==> src/rtl/mem_bus_arbiter_pkg.sv <==
`default_nettype none
// +----------------------------------------------------------------------+
// | mem_bus_pkg                                                          |
// | Shared widths, state encodings and op encoding for mem_bus_arbiter.  |
// | Revision: 1.0                                                        |
// +----------------------------------------------------------------------+
package mem_bus_pkg;

  localparam int ADDR_W = 5;
  localparam int DATA_W = 16;

  localparam logic [2:0] QIdle    = 3'b001;
  localparam logic [2:0] QBusy    = 3'b010;
  localparam logic [2:0] QRelease = 3'b100;

  typedef enum logic [2:0] {
    ST_IDLE    = QIdle,
    ST_BUSY    = QBusy,
    ST_RELEASE = QRelease
  } state_e;

  localparam logic OP_RD = 1'b0;
  localparam logic OP_WR = 1'b1;

  function automatic logic [1:0] onehot2(input logic idx);
    return idx ? 2'b10 : 2'b01;
  endfunction

endpackage
`default_nettype wire

==> src/rtl/mem_bus_arbiter_if.sv <==
`default_nettype none
// +----------------------------------------------------------------------+
// | mem_bus_arbiter_if                                                   |
// | Two cache-side requester buses plus the Memory-side bus.             |
// | Revision: 1.0                                                        |
// +----------------------------------------------------------------------+
interface mem_bus_arbiter_if #(
  parameter int ADDR_W = mem_bus_pkg::ADDR_W,
  parameter int DATA_W = mem_bus_pkg::DATA_W
);
  import mem_bus_pkg::*;

  logic              r0_rd;
  logic              r0_wr;
  logic [ADDR_W-1:0] r0_addr;
  logic [DATA_W-1:0] r0_wdata;
  logic [DATA_W-1:0] r0_rdata;
  logic              r0_done;

  logic              r1_rd;
  logic              r1_wr;
  logic [ADDR_W-1:0] r1_addr;
  logic [DATA_W-1:0] r1_wdata;
  logic [DATA_W-1:0] r1_rdata;
  logic              r1_done;

  logic [ADDR_W-1:0] mem_addr;
  logic              mem_read;
  logic              mem_write;
  logic [DATA_W-1:0] mem_wdata;
  logic [DATA_W-1:0] mem_rdata;
  logic              mem_done;

  logic [1:0]        grant;
  logic              proto_err;

  // slave: the arbiter itself; master: the caches and Memory around it
  modport slave (
    input  r0_rd, r0_wr, r0_addr, r0_wdata,
    output r0_rdata, r0_done,
    input  r1_rd, r1_wr, r1_addr, r1_wdata,
    output r1_rdata, r1_done,
    output mem_addr, mem_read, mem_write, mem_wdata,
    input  mem_rdata, mem_done,
    output grant, proto_err
  );

  modport master (
    output r0_rd, r0_wr, r0_addr, r0_wdata,
    input  r0_rdata, r0_done,
    output r1_rd, r1_wr, r1_addr, r1_wdata,
    input  r1_rdata, r1_done,
    input  mem_addr, mem_read, mem_write, mem_wdata,
    output mem_rdata, mem_done,
    input  grant, proto_err
  );

endinterface
`default_nettype wire

==> src/rtl/mem_bus_arbiter_rr_pick2.sv <==
`default_nettype none
// +----------------------------------------------------------------------+
// | rr_pick2                                                             |
// | Combinational 2-way round-robin picker; on a tie, !last wins.        |
// | Revision: 1.0                                                        |
// +----------------------------------------------------------------------+
module rr_pick2 (
  input  wire logic [1:0] req,
  input  wire logic       last,
  output logic            winner,
  output logic            valid
);
  import mem_bus_pkg::*;

  always_comb begin
    valid  = |req;
    winner = 1'b0;
    if (req == 2'b11) begin
      winner = ~last;
    end else begin
      winner = req[1];
    end
  end

endmodule
`default_nettype wire

==> src/rtl/mem_bus_arbiter.sv <==
`default_nettype none
// +----------------------------------------------------------------------+
// | mem_bus_arbiter                                                      |
// | Round-robin sharing of one Memory between two cache requesters.      |
// | Revision: 1.0                                                        |
// +----------------------------------------------------------------------+
module mem_bus_arbiter #(
  parameter int ADDR_W = mem_bus_pkg::ADDR_W,
  parameter int DATA_W = mem_bus_pkg::DATA_W
) (
  input  wire logic      clk,
  input  wire logic      rst,
  mem_bus_arbiter_if.slave bus
);
  import mem_bus_pkg::*;

  state_e            state_q, state_d;
  logic [1:0]        grant_q, grant_d;
  logic              last_q, last_d;
  logic              op_q, op_d;
  logic [ADDR_W-1:0] addr_q, addr_d;
  logic [DATA_W-1:0] wdata_q, wdata_d;
  logic              proto_err_q, proto_err_d;

  logic [1:0]        req;
  logic              winner;
  logic              pick_valid;
  logic              w_rd;
  logic              w_wr;
  logic              busy;

  assign req = {bus.r1_rd | bus.r1_wr, bus.r0_rd | bus.r0_wr};

  rr_pick2 u_pick (
    .req    (req),
    .last   (last_q),
    .winner (winner),
    .valid  (pick_valid)
  );

  assign w_rd = winner ? bus.r1_rd : bus.r0_rd;
  assign w_wr = winner ? bus.r1_wr : bus.r0_wr;

  always_comb begin
    state_d     = state_q;
    grant_d     = grant_q;
    last_d      = last_q;
    op_d        = op_q;
    addr_d      = addr_q;
    wdata_d     = wdata_q;
    proto_err_d = proto_err_q;
    case (state_q)
      ST_IDLE: begin
        if (pick_valid) begin
          addr_d  = winner ? bus.r1_addr  : bus.r0_addr;
          wdata_d = winner ? bus.r1_wdata : bus.r0_wdata;
          // a simultaneous rd+wr is served as the write and flagged
          op_d    = w_wr ? OP_WR : OP_RD;
          grant_d = onehot2(winner);
          last_d  = winner;
          state_d = ST_BUSY;
          if (w_rd && w_wr) begin
            proto_err_d = 1'b1;
          end
        end
      end
      ST_BUSY: begin
        if (bus.mem_done) begin
          grant_d = 2'b00;
          state_d = ST_RELEASE;
        end
      end
      ST_RELEASE: begin
        state_d = ST_IDLE;
      end
      default: begin
        grant_d = 2'b00;
        state_d = ST_IDLE;
      end
    endcase
  end

  always_ff @(posedge clk) begin
    if (rst) begin
      state_q     <= ST_IDLE;
      grant_q     <= 2'b00;
      last_q      <= 1'b1;
      op_q        <= OP_RD;
      addr_q      <= '0;
      wdata_q     <= '0;
      proto_err_q <= 1'b0;
    end else begin
      state_q     <= state_d;
      grant_q     <= grant_d;
      last_q      <= last_d;
      op_q        <= op_d;
      addr_q      <= addr_d;
      wdata_q     <= wdata_d;
      proto_err_q <= proto_err_d;
    end
  end

  // strobes follow the registered state, so they drop on the mem_done edge
  assign busy          = (state_q == ST_BUSY);
  assign bus.mem_read  = busy & (op_q == OP_RD);
  assign bus.mem_write = busy & (op_q == OP_WR);
  assign bus.mem_addr  = addr_q;
  assign bus.mem_wdata = wdata_q;

  assign bus.r0_done   = bus.mem_done & grant_q[0] & busy;
  assign bus.r1_done   = bus.mem_done & grant_q[1] & busy;
  assign bus.r0_rdata  = bus.mem_rdata;
  assign bus.r1_rdata  = bus.mem_rdata;

  assign bus.grant     = grant_q;
  assign bus.proto_err = proto_err_q;

endmodule
`default_nettype wire
==> src/flat_wrapper.sv <==
// flat-port wrapper written by rule: the top's interface ports become plain ports
module mem_bus_arbiter_flat import mem_bus_pkg::*;
#(
  parameter int ADDR_W = mem_bus_pkg::ADDR_W,
  parameter int DATA_W = mem_bus_pkg::DATA_W
)
  (clk, rst, bus_r0_rd, bus_r0_wr, bus_r0_addr, bus_r0_wdata, bus_r0_rdata, bus_r0_done, bus_r1_rd, bus_r1_wr, bus_r1_addr, bus_r1_wdata, bus_r1_rdata, bus_r1_done, bus_mem_addr, bus_mem_read, bus_mem_write, bus_mem_wdata, bus_mem_rdata, bus_mem_done, bus_grant, bus_proto_err);
  mem_bus_arbiter_if #(.ADDR_W(ADDR_W), .DATA_W(DATA_W)) bus_i ();
  input  wire logic clk;
  input  wire logic rst;
  input wire logic [$bits(bus_i.r0_rd)-1:0] bus_r0_rd;
  input wire logic [$bits(bus_i.r0_wr)-1:0] bus_r0_wr;
  input wire logic [$bits(bus_i.r0_addr)-1:0] bus_r0_addr;
  input wire logic [$bits(bus_i.r0_wdata)-1:0] bus_r0_wdata;
  output wire logic [$bits(bus_i.r0_rdata)-1:0] bus_r0_rdata;
  output wire logic [$bits(bus_i.r0_done)-1:0] bus_r0_done;
  input wire logic [$bits(bus_i.r1_rd)-1:0] bus_r1_rd;
  input wire logic [$bits(bus_i.r1_wr)-1:0] bus_r1_wr;
  input wire logic [$bits(bus_i.r1_addr)-1:0] bus_r1_addr;
  input wire logic [$bits(bus_i.r1_wdata)-1:0] bus_r1_wdata;
  output wire logic [$bits(bus_i.r1_rdata)-1:0] bus_r1_rdata;
  output wire logic [$bits(bus_i.r1_done)-1:0] bus_r1_done;
  output wire logic [$bits(bus_i.mem_addr)-1:0] bus_mem_addr;
  output wire logic [$bits(bus_i.mem_read)-1:0] bus_mem_read;
  output wire logic [$bits(bus_i.mem_write)-1:0] bus_mem_write;
  output wire logic [$bits(bus_i.mem_wdata)-1:0] bus_mem_wdata;
  input wire logic [$bits(bus_i.mem_rdata)-1:0] bus_mem_rdata;
  input wire logic [$bits(bus_i.mem_done)-1:0] bus_mem_done;
  output wire logic [$bits(bus_i.grant)-1:0] bus_grant;
  output wire logic [$bits(bus_i.proto_err)-1:0] bus_proto_err;
  assign bus_i.r0_rd = bus_r0_rd;
  assign bus_i.r0_wr = bus_r0_wr;
  assign bus_i.r0_addr = bus_r0_addr;
  assign bus_i.r0_wdata = bus_r0_wdata;
  assign bus_r0_rdata = bus_i.r0_rdata;
  assign bus_r0_done = bus_i.r0_done;
  assign bus_i.r1_rd = bus_r1_rd;
  assign bus_i.r1_wr = bus_r1_wr;
  assign bus_i.r1_addr = bus_r1_addr;
  assign bus_i.r1_wdata = bus_r1_wdata;
  assign bus_r1_rdata = bus_i.r1_rdata;
  assign bus_r1_done = bus_i.r1_done;
  assign bus_mem_addr = bus_i.mem_addr;
  assign bus_mem_read = bus_i.mem_read;
  assign bus_mem_write = bus_i.mem_write;
  assign bus_mem_wdata = bus_i.mem_wdata;
  assign bus_i.mem_rdata = bus_mem_rdata;
  assign bus_i.mem_done = bus_mem_done;
  assign bus_grant = bus_i.grant;
  assign bus_proto_err = bus_i.proto_err;
  mem_bus_arbiter #(.ADDR_W(ADDR_W), .DATA_W(DATA_W)) u_core (.clk(clk), .rst(rst), .bus(bus_i));
endmodule
==> config.mk <==
export PLATFORM = sky130hd
export DESIGN_NAME = mem_bus_arbiter_flat
export DESIGN_NICKNAME = d
export VERILOG_FILES = /design/src/rtl/mem_bus_arbiter_pkg.sv /design/src/rtl/mem_bus_arbiter_if.sv /design/src/rtl/mem_bus_arbiter_rr_pick2.sv /design/src/rtl/mem_bus_arbiter.sv /design/src/flat_wrapper.sv
export SDC_FILE = /design/constraint.sdc
export NUM_CORES = 1
export LEC_CHECK = 0
export CAP_MARGIN = 20
export CORE_ASPECT_RATIO = 1.5
export CORE_MARGIN = 3
export CORE_UTILIZATION = 38
export CTS_CLUSTER_DIAMETER = 50
export DETAILED_ROUTE_END_ITERATION = 16
export GPL_TIMING_DRIVEN = 1
export PLACE_DENSITY = 0.87
export SLEW_MARGIN = 30
export SYNTH_ARGS = -nofsm -noshare
export SYNTH_HDL_FRONTEND = slang
export SYNTH_SLANG_ARGS = --single-unit
export TNS_END_PERCENT = 1
==> constraint.sdc <==
create_clock -name clk -period 2.15 [get_ports clk]
set_input_delay 0.215 -clock clk [delete_from_list [all_inputs] [get_ports clk]]
set_output_delay 0.215 -clock clk [all_outputs]
set_load 0.01 [all_outputs]
After elaboration in Yosys (flattened, before gate mapping)
Index checks and enable logic that the tools add are counted.
- bits in registers: 29
- output and inout port bits: 60
- logic and storage cells: 43
- equality and inequality tests: 6
- muxes and demuxes: 13
- bitwise operators: 11
- reduce and logical (&&, ||, !) cells: 6
- operator list (kind ; count):
    $mux W16 ; 1
    $and A1 B1 Y1 ; 6
    $mux W2 ; 3
    $mux W3 ; 2
    $pmux W2 S3 ; 1
    $pmux W3 S2 ; 1
    $reduce_and A3 Y1 ; 2
    $mux W5 ; 1
    $mux W1 ; 4
    $reduce_and A2 Y1 ; 2
    $eq A3 B1 Y1 const B ; 1
    $eq A3 B2 Y1 const B ; 1
    $eq A3 B3 Y1 const B ; 1
    $not A1 Y1 ; 3
    $eq A2 B2 Y1 const B ; 1
    $ne A2 B1 Y1 const B ; 1
    $ne A2 B2 Y1 const B ; 1
    $or A1 B1 Y1 ; 2
    $reduce_or A2 Y1 ; 1
    $logic_and A1 B1 Y1 ; 1

Longest topological paths before layout
- word-level depth: 6
- mapped depth: 5
- gate-level depth less buffers: 3

Cells and area by module
Synthesis repeated with hierarchy kept, for this count alone.
- cells, all modules: 169
- area, all modules: 1615.3 um^2
- modules (own cells, without submodules) (module ; instances ; cells an instance ; area an instance (um^2)):
    mem_bus_arbiter ; 1 ; 167 ; 1601.5
    rr_pick2 ; 1 ; 2 ; 13.8

Least setup slack after synthesis
No wires, ideal clock.
- kind: reg-to-reg
- start: reg u_core.state_q[2]
- end: reg u_core.addr_q[0] (netlist: u_core.bus.mem_addr[0])
- setup time: 133 ps
- arrival: 1250 ps
- setup slack: 767 ps
- cell stages (with the launch flop): 6
- path buffers: 2
- clock period less this slack: 1383 ps
- cell sequence: dfxtp_1 buf_2 or3b_1 nor2_2 buf_6 a311oi_1
- word-level cells in the longest chain between the ends: 2
- RTL lines (element ; line ; source):
    start, declared ; mem_bus_arbiter.sv:17 ; state_e state_q, state_d;
    start signal, assigned ; mem_bus_arbiter.sv:93 ; state_q <= state_d;
    $eq A3 B1 Y1 ; mem_bus_arbiter.sv:52 ; case (state_q)
    $reduce_and A2 Y1 (no source line) ; -- ;
    end signal, assigned ; mem_bus_arbiter.sv:97 ; addr_q <= addr_d;
    end, declared ; mem_bus_arbiter.sv:21 ; logic [ADDR_W-1:0] addr_q, addr_d;
No other way between the ends.
A chain may end at the register's enable or synchronous reset.

Final worst setup path
- start: reg u_core.state_q[0]
- end: reg u_core.wdata_q[1] (netlist: u_core.bus.mem_wdata[1])
- word-level cells in the longest chain between the ends: 2
- RTL lines (element ; line ; source):
    $eq A3 B1 Y1 ; mem_bus_arbiter.sv:52 ;
    $reduce_and A2 Y1 (no source line) ; -- ;
    end signal, assigned ; mem_bus_arbiter.sv:98 ; wdata_q <= wdata_d;
    end, declared ; mem_bus_arbiter.sv:22 ; logic [DATA_W-1:0] wdata_q, wdata_d;
No other way between the ends.

==> reports/metrics.cfg <==
[power]
power.net_switching_mw=0.584
share_comb_of_total_power_pct=37.2
p_leak_nw=0.816
p_clk_share_pct=24.1
p_int_mw=1.22
share_seq_of_total_power_pct=38.7
p_total_mw=1.80
netSwitchingFraction_pct=32.4
irDropWorstVdd_mv=0.399
power-per-cell-area_mw_per_mm2=753

[logic_synthesis]
synthCells=205
fraction_of_the_mapped_netlist_area_in_simple_logic_gates_pct=18.2
synth_area_leaders=sky130_fd_sc_hd__dfxtp_1 33%, sky130_fd_sc_hd__buf_4 14%, sky130_fd_sc_hd__a311oi_1 10%
synthesis.area_sq_mm=0.00178
yosysSeqAreaShare_pct=32.7
synth_mux_area_share_pct=0
syn_nets=270
flop_and_latch_count_out_of_synthesis=29
post-synth-top-area-cell=sky130_fd_sc_hd__dfxtp_1
synth_top_family_by_area=compound AO/OA/AOI/OAI gates
synth.distinct_cells=36
post_synth_xor_area_fraction_pct=0
synth-compound-area-share_pct=29.3
yosys.area_share.adder_pct=0
yosys.area.top_type_share_pct=32.7
avgSynthCellArea_sq_um=8.66
total_number_of_yosys_warnings=0

[worst_setup_path]
worst_r2r_startpoint=u_core.state_q[0]
worst_setup_path_endpoint=u_core.bus.mem_wdata[1]
crit-reg2reg-capture=u_core.bus.mem_wdata[1]
cp_max_fo=21
crit_type=flip-flop to flip-flop
r2r_slack_ns=0.19
setup.worst_path.start_class=flip-flop
endpoint_kind=flip-flop
arrival_ns=2.07
crit_start=u_core.state_q[0]
worst_r2r_path_depth=3
timing.critical_path.required_ns=2.26

[drt]
finalWirelength_mm=4.79
routed_via_density=5.73
antenna_violating_nets_post_route=0
first_iter_violations=93
drc_errors=0
detailedRoute.firstPassIterationCount=4
routedWlPerCell_um=16.4
vias=1672

[place]
finalWeightedCongestion=0.787
port-buffer-count=76
pre_cts_ws_ns=0.0701
detailed_placer_s_ending_hpwl_mm=3.35
numPlacedInstances=284
placed_cell_area_sq_mm=0.00231

[clock_tree]
library_cell_used_as_clock_root_buffer=sky130_fd_sc_hd__clkbuf_8
cts-htree-levels=2
cts_hold_buf=0
tritoncts_num_sinks=29
worst_skew_pair.late_latency_ns=0.28
cts_tree=done
maximum_number_of_buffers_from_clock_root_to_sink=2
cts_clk_pin_slew_worst_paths_ns=0.07
cts-buffers-inserted=5

[timing]
period_needed_ns=1.96
report.final.setup_viol=0
achievable-frequency_ghz=0.509
slew-limit-headroom_pct=42.8
rsz_0062_raised_after_global_routing=no
timing_worst_slew_pin_value_ns=0.858
timing_hold_violations_final=0
totalNegativeSetupSlack_ns=0
fin_worst_skew_ns=0.00543
worst_setup_margin_ns=0.186
maxSlewViolCount=0
finalCritPeriodShare_pct=91.3

[cells_and_area]
final_nets=310
finalNonFillerCells=292
layout_common_cells=76 x sky130_fd_sc_hd__clkdlybuf4s50_1, 29 x sky130_fd_sc_hd__dfxtp_1, 23 x sky130_fd_sc_hd__o21ai_0, 22 x sky130_fd_sc_hd__nand3b_1, 21 x sky130_fd_sc_hd__a311oi_1
most_common_library_cell_in_the_layout_ignoring_fill_and_taps=sky130_fd_sc_hd__clkdlybuf4s50_1
layout-drive-gt1-share_pct=9.35
final.fill_count=403
final_non_filler_cell_area_sq_mm=0.00240
num_antenna_cells=0
syn2layout_area_growth_pct=35.0

[global_route]
grt_pass1_vias=1621
grt_antenna_before_repair=0
grt_first_pass_wirelength_mm=7.45
remaining_overflow_grt=0
grt_start_max_net_pins=44
grtUsageTotal_pct=17.5

[die]
dieWidth_um=61.8
num_io_pins=125
core-area_sq_mm=0.00435
die-area_sq_mm=0.00555
initial_cell_density_of_the_core_pct=40.8
fp-row-count=29
die_height_um=89.7

[outcome]
status=complete, no violations

[job]
max_cap_violations=0

[hold_path]
timing.hold.worst.class=input port to output pin

## Yosys cell counts
master and number:
sky130_fd_sc_hd__a21boi_0 1, sky130_fd_sc_hd__a211o_1 1, sky130_fd_sc_hd__nand2_1 2, sky130_fd_sc_hd__a311oi_1 21
sky130_fd_sc_hd__a211oi_1 2, sky130_fd_sc_hd__o21ai_1 1, sky130_fd_sc_hd__nor4b_1 1, sky130_fd_sc_hd__nand2b_1 5
sky130_fd_sc_hd__nand3b_1 22, sky130_fd_sc_hd__or3b_1 1, sky130_fd_sc_hd__clkbuf_2 1, sky130_fd_sc_hd__or2_2 1
sky130_fd_sc_hd__nor2_2 1, sky130_fd_sc_hd__buf_2 4, sky130_fd_sc_hd__o21bai_1 1, sky130_fd_sc_hd__and3_1 2
sky130_fd_sc_hd__clkbuf_1 9, sky130_fd_sc_hd__o21a_1 1, sky130_fd_sc_hd__a221o_1 1, sky130_fd_sc_hd__nor2_1 3
sky130_fd_sc_hd__nor3b_4 1, sky130_fd_sc_hd__o32ai_1 2, sky130_fd_sc_hd__a32oi_1 1, sky130_fd_sc_hd__nor3b_1 2
sky130_fd_sc_hd__o31ai_1 1, sky130_fd_sc_hd__a21oi_2 2, sky130_fd_sc_hd__o221ai_1 1, sky130_fd_sc_hd__dfxtp_1 29
sky130_fd_sc_hd__buf_6 4, sky130_fd_sc_hd__a21oi_1 20, sky130_fd_sc_hd__nor3_1 1, sky130_fd_sc_hd__o21ai_0 23
sky130_fd_sc_hd__or4_1 1, sky130_fd_sc_hd__nor4_1 1, sky130_fd_sc_hd__and2_1 2, sky130_fd_sc_hd__buf_4 33
## power groups by stage
stage | Sequential [mW] | Combinational [mW] | Clock, mW
2_1_floorplan | 0.735 | 0.380 | 0
4_1_cts | 0.699 | 0.676 | 0.449
3_5_place_dp | 0.708 | 0.674 | 0
3_3_place_gp | 0.708 | 0.665 | 0
6_report | 0.699 | 0.670 | 0.435
5_1_grt | 0.711 | 0.730 | 0.473
## cell type report
class	count	area, sq um	share of cell area [%]
timing repair buffer	84	821	34.3
sequential	29	581	24.2
tap	46	57.6	2.40
multi-input combinational	125	855	35.7
clock buffer	6	72.6	3.03
clock inverter	2	10.0	0.418
## kinds of logic (layout without fill, tap and decap cells)
family | after synthesis | in the layout
compound gates | 79 | 79
buf+inv | 51 | 92
flops | 29 | 29
simple gates | 46 | 46
## sequential cells by signal (all words and copies together), names as in the netlist
register / flops
u_core.bus.proto_err: 1
u_core.state_q: 3
u_core.bus.mem_addr: 5
u_core.op_q: 1
u_core.bus.grant: 2
u_core.last_q: 1
u_core.bus.mem_wdata: 16
## stage by stage
stage / utilization, % / hold WS, ns
global placement: 53.0 / 0.430
CTS: 54.9 / 0.430
floorplan: - / 0.329
finish: 55.0 / 0.430
global route: 55.0 / 0.430
detailed placement: 53.0 / 0.430
## routing by layer
metal  vias up  global-route usage (%)  routed length (um)
li1        820                       -                   -
met2        65                    28.3                2400
met5         -                       0                   0
met3        18                    5.87                 308
met1       769                    19.4                1940
met4         0                    8.67                 147
## worst max-delay path: stages (launching register included)
cell and delay, ns:
sky130_fd_sc_hd__dfxtp_1 0.44, sky130_fd_sc_hd__or3b_1 0.45, sky130_fd_sc_hd__nor2_2 0.70, sky130_fd_sc_hd__a311oi_1 0.21
## how the worst min path moves through the flow
stage	startpoint	end	slack (ns)	depth (start not counted)
2_1_floorplan	bus_mem_done	u_core.state_q[2]	0.33	2
3_3_place_gp	bus_mem_rdata[10]	bus_r0_rdata[10]	0.43	0
3_5_place_dp	bus_mem_rdata[10]	bus_r0_rdata[10]	0.43	0
4_1_cts	bus_mem_rdata[10]	bus_r0_rdata[10]	0.43	0
5_1_grt	bus_mem_rdata[11]	bus_r0_rdata[11]	0.43	0
6_report	bus_mem_rdata[11]	bus_r0_rdata[11]	0.43	0
## timing repair
action,CTS,global route
buffers inserted,0,0
setup endpoints to repair,0,3
gates resized for setup,0,1
Note: power is estimated with default switching activity, not from simulation.
